### config.mk
export PLATFORM = sky130hd
export DESIGN_NAME = uart_dec_parser
export DESIGN_NICKNAME = d
export VERILOG_FILES = /design/src/rtl/uart_dec_parser.sv
export SDC_FILE = /design/constraint.sdc
export NUM_CORES = 1
export LEC_CHECK = 0
export ABC_AREA = 1
export CAP_MARGIN = 15
export CORE_ASPECT_RATIO = 0.6
export CORE_MARGIN = 4
export CORE_UTILIZATION = 35
export CTS_BUF_LIST = sky130_fd_sc_hd__clkbuf_16
export DETAILED_ROUTE_END_ITERATION = 10
export PLACE_DENSITY = 0.54
export SKIP_LAST_GASP = 1
export SLEW_MARGIN = 30
export SYNTH_ARGS = -nofsm -noshare
export SYNTH_HDL_FRONTEND = slang
export SYNTH_SLANG_ARGS = --single-unit
### constraint.sdc
create_clock -name clk -period 3.9 [get_ports clk]
set_input_delay 0.39 -clock clk [delete_from_list [all_inputs] [get_ports clk]]
set_output_delay 0.39 -clock clk [all_outputs]
set_load 0.05 [all_outputs]
### src/rtl/uart_dec_parser.sv
// uart_dec_parser: assembles ASCII decimal numbers from the UART byte stream.
// A number is a run of digit bytes closed by CR or LF. A good number updates
// `value` and pulses `value_valid`. Malformed input, line errors and
// out-of-range numbers raise one-cycle error strobes, then the rest of the
// line is dropped up to the next terminator.
module uart_dec_parser #(
  parameter int WIDTH      = 16,
  parameter int MAX_DIGITS = 5
) (
  input  logic             clk,
  input  logic             rst,
  input  logic [7:0]       data,
  input  logic             data_ready,
  input  logic             comm_err,
  output logic [WIDTH-1:0] value,
  output logic             value_valid,
  output logic             parse_err,
  output logic             overflow,
  output logic             busy
);

  // Four spare bits let acc*10+9 of the largest legal value fit without wrap.
  localparam int AW = WIDTH + 4;
  // The count must be able to reach MAX_DIGITS+1 so an extra digit is visible.
  localparam int CW = $clog2(MAX_DIGITS + 2);
  localparam logic [AW-1:0] MAX_VAL = {{4{1'b0}}, {WIDTH{1'b1}}};

  typedef enum logic [1:0] {S_IDLE, S_ACCUM, S_DISCARD} state_t;

  state_t          state, state_nxt;
  logic [AW-1:0]   acc, acc_nxt;
  logic [CW-1:0]   cnt, cnt_nxt;
  logic [WIDTH-1:0] value_nxt;
  logic            vv_nxt, pe_nxt, ov_nxt;

  logic            is_digit, is_term;
  logic [AW-1:0]   d_ext, acc_step;
  logic [CW-1:0]   cnt_inc;

  // Byte classification and the digit-append arithmetic.
  always_comb begin
    is_digit = (data >= 8'h30) && (data <= 8'h39);
    is_term  = (data == 8'h0D) || (data == 8'h0A);
    // For 0x30..0x39 the low nibble is already the digit value.
    d_ext    = {{(AW-4){1'b0}}, data[3:0]};
    acc_step = (acc << 3) + (acc << 1) + d_ext;
    cnt_inc  = cnt + CW'(1);
  end

  // Next-state, datapath and strobe decisions; comm_err overrides any byte.
  always_comb begin
    state_nxt = state;
    acc_nxt   = acc;
    cnt_nxt   = cnt;
    value_nxt = value;
    vv_nxt    = 1'b0;
    pe_nxt    = 1'b0;
    ov_nxt    = 1'b0;
    if (comm_err) begin
      // Only the first cycle of an episode reports; DISCARD stays silent.
      pe_nxt    = (state != S_DISCARD);
      state_nxt = S_DISCARD;
      acc_nxt   = '0;
      cnt_nxt   = '0;
    end else if (data_ready) begin
      unique case (state)
        S_IDLE: begin
          if (is_digit) begin
            acc_nxt   = d_ext;
            cnt_nxt   = CW'(1);
            state_nxt = S_ACCUM;
          end else if (!is_term) begin
            // Bare terminators (CRLF, blank lines) are silently ignored.
            pe_nxt    = 1'b1;
            state_nxt = S_DISCARD;
          end
        end
        S_ACCUM: begin
          if (is_digit) begin
            if ((acc_step > MAX_VAL) || (cnt_inc > CW'(MAX_DIGITS))) begin
              ov_nxt    = 1'b1;
              state_nxt = S_DISCARD;
              acc_nxt   = '0;
              cnt_nxt   = '0;
            end else begin
              acc_nxt = acc_step;
              cnt_nxt = cnt_inc;
            end
          end else if (is_term) begin
            value_nxt = acc[WIDTH-1:0];
            vv_nxt    = 1'b1;
            state_nxt = S_IDLE;
            acc_nxt   = '0;
            cnt_nxt   = '0;
          end else begin
            pe_nxt    = 1'b1;
            state_nxt = S_DISCARD;
            acc_nxt   = '0;
            cnt_nxt   = '0;
          end
        end
        S_DISCARD: begin
          if (is_term) state_nxt = S_IDLE;
        end
        default: state_nxt = S_IDLE;
      endcase
    end
  end

  // State, accumulator and registered outputs.
  always_ff @(posedge clk or posedge rst) begin
    if (rst) begin
      state       <= S_IDLE;
      acc         <= '0;
      cnt         <= '0;
      value       <= '0;
      value_valid <= 1'b0;
      parse_err   <= 1'b0;
      overflow    <= 1'b0;
      busy        <= 1'b0;
    end else begin
      state       <= state_nxt;
      acc         <= acc_nxt;
      cnt         <= cnt_nxt;
      value       <= value_nxt;
      value_valid <= vv_nxt;
      parse_err   <= pe_nxt;
      overflow    <= ov_nxt;
      busy        <= (state_nxt != S_IDLE);
    end
  end

endmodule
==> metrics.yaml, run 1 <==
clock-sinks: 44
htreeDepth: 2
avgRoutedWirePerCell_um: 14.3
core_area_mm2: 0.00862
drive_gt1_frac: 0.0805
power.switching_uw: 227
period_needed_ps: 3410
cts_resized: 0
relSlewSlack: 0.465
dieHeight_um: 81.5
yosysSeqAreaShare: 0.350
outcome: "complete, no violations"
min_period_over_period: 0.873
cts_hold_buf: 0
grt_pass1_wl_um: 12900
cpMaxStageDelayCell: "clkdlybuf4s50_1"
hold_class: "reg -> reg"
route.detailed.drc: 0
cp_common_cell: "nand2_1"
p_comb_frac: 0.070
power.leakage_uw: 0.00190
hpwl_um: 6300
seqPwrFrac: 0.491
nets: 485
worstSetupStartpointType: "primary input"
final_max_slew_viol_count: 0
ant_nets: 0
syn_nets: 452
synth_area_leaders: "dfrtp_1, ha_1, nand2_1"
synth_edf_count: 0
port-buffer-count: 31
clkSlewWorstSetupHoldPaths_ps: 60
die_w_um: 130
grt_start_max_net_pins: 45
grt_pass1_vias: 2479
timing.max_cap.violations: 0
ioPinCount: 32
clk_path_buf_depth: 2
synth_largest_area_cell: "dfrtp_1"
rsz0062_at_grt: "false"
hold_viol: 0
cts_tree: "done"
drt_iter0_markers: 108
p_per_area_mw_per_mm2: 254
cts_setup_buffers: 0
gp_congestion: 0.887
tightest_slew_ps: 801
setup-violations-final: 0
clkLatencyLatePin_ps: 290
synthToLayoutAreaGrowth_pct: 17.8
yosysMostFrequentCell: "nand2_1"
synthArstFlopShare: 1.00
ys_types: 35
diodes: 0
grt_antenna_before_repair: 0
viasPerCell: 4.83
layout.cells.non_filler: 547
crit_fanout: 13
syn_inst: 402
cts_buffers: 5
syn-mean-instance-area_um2: 7.83
finalSetupTns_ps: 0
synth_top_area_share: 0.350
finClkSkew_ps: 4.63
synth_seq_cells: 44
grt.overflow.total: 0
wl_um: 7820
ir_drop_v: 0.000166
max_freq_mhz: 294
synth_common_cells: "nand2_1, inv_1, dfrtp_1"
start_util: 0.365
clkPwrFrac: 0.439
crit_path_end_kind: "flop"
p_int_uw: 715
worstPathRequired_ps: 4130
syn_area_mm2: 0.00315
power_switching_share: 0.241
grt.total_usage: 0.158
first_pass_iters: 4
arrival_ps: 3630
fillCellCount: 860
crit_type: "in -> reg"
ff_latch_area_mm2: 0.00110
vias: 2644
placed_cells: 540
max_stage_delay_ps: 540
cp_cell_sequence: "clkdlybuf4s50_1 -> inv_1 -> fa_1 -> inv_1 -> fa_1 -> nand2_1 -> nand3_1 -> nand2_1 -> o21ai_2 -> nand2_1 -> nand2_1 -> nand2_1 -> nand2_2 -> nor2_4 -> nand4_4 -> inv_2 -> nand2_2 -> nor2_1 -> nand2_1 -> nand2_1"
synth_flop_cell: "dfrtp_1"
multi_input_area_mm2: 0.00177
die_area_mm2: 0.0106
root_buffer: "clkbuf_16"
rows: 26
yosys_warnings: 0
metal layers:
layer  vias up  routed length (µm)  share of wire  GRT usage
li1       1359                   -              -          -
met1      1227                4380           0.56      0.254
met2        51                3030           0.39      0.213
met3         7                 362          0.046     0.0383
met4         0                  45         0.0058     0.0246
met5         -                   0              0          0
cell type report:
cell class,instances,share of cell area
Sequential cell,44,0.297
Clock inverter,2,0.00337
Inverter,65,0.0664
Tap cell,112,0.0378
Clock buffer,5,0.0337
Multi-Input combinational cell,288,0.478
Timing Repair Buffer,31,0.0836
state kept, by name, indices dropped and copies added, names as in the netlist:
register,cells
overflow,1
parse_err,1
value_valid,1
busy,1
state,2
value,16
cnt,3
acc,19
per-stage QoR:
stage	hold WS [ps]	util	worst slack (ps)	power, µW	cell area [µm²]
6_report	481	0.430	494	942	3710
5_1_grt	515	0.430	154	980	3710
4_1_cts	484	0.430	483	950	3710
3_5_place_dp	468	0.414	199	537	3570
3_3_place_gp	466	0.414	300	536	3570
2_1_floorplan	473	-	1180	509	3150
critical path, delay by kind of cell:
| family | cells | cell delay, ps |
|---|---|---|
| AND/OR/NAND/NOR | 13 | 1390 |
| adder cells (fa/ha/maj) | 2 | 970 |
| buffers and inverters | 4 | 810 |
| AO/OA/AOI/OAI | 1 | 90 |
logic make-up (layout without fill, tap and decap cells):
kind of cell    count (synthesis)  after routing  share of synthesized area
simple gates                  177            177                      0.242
buf+inv                        70            103                     0.0874
compound gates                 59             59                      0.126
flops                          44             44                      0.350
fa+ha+maj                      38             38                      0.156
xor+xnor                       14             14                     0.0390
power groups by stage:
stage / registers (µW) / clock network (µW) / logic [µW]
3_3_place_gp: 471 / 0 / 64.7
5_1_grt: 463 / 444 / 72.4
6_report: 463 / 414 / 65.7
2_1_floorplan: 477 / 0 / 31.2
3_5_place_dp: 471 / 0 / 65.7
4_1_cts: 463 / 421 / 66.0
final timing paths:
path                       cells after the start      from   endpoint  slack [ps]
min in group asynchronous                      2       rst  value[15]         550
max in group asynchronous                      2       rst     acc[1]        2870
min                                            2  value[1]   value[1]         480
min reg2reg                                    2  value[1]   value[1]         480
max reg2reg                                   19    acc[0]     acc[4]         790
max                                           20   data[3]     acc[4]         490
placed cells by master (no fill, tap or decap), drive strengths merged, types with 2 or more instances in the layout:
master         synthesis  final
nand3                 18     18
xor2                   6      6
nor4                   2      2
o21ai                 23     23
dfrtp                 44     44
a31oi                  2      2
clkbuf                 3      5
nor2                  25     25
fa                     2      2
clkdlybuf4s50          0     31
clkinv                 1      3
xnor2                  8      8
nand4                  3      3
nand2                124    124
o31ai                  2      2
and3                   2      2
o22ai                 11     11
ha                    36     36
a21oi                 18     18
inv                   64     63
Note: power is estimated with default switching activity, not from simulation.
==> inputs of run 2 (changes only) <==
--- a/config.mk
+++ b/config.mk
@@ -6,6 +6,7 @@
 export NUM_CORES = 1
 export LEC_CHECK = 0
 export ABC_AREA = 1
+export ABC_CLOCK_PERIOD_IN_PS = 3900
 export CAP_MARGIN = 15
 export CORE_ASPECT_RATIO = 0.6
 export CORE_MARGIN = 4
==> results of run 2 <==
Final layout, timing and power as in run 1 (identical DEF).
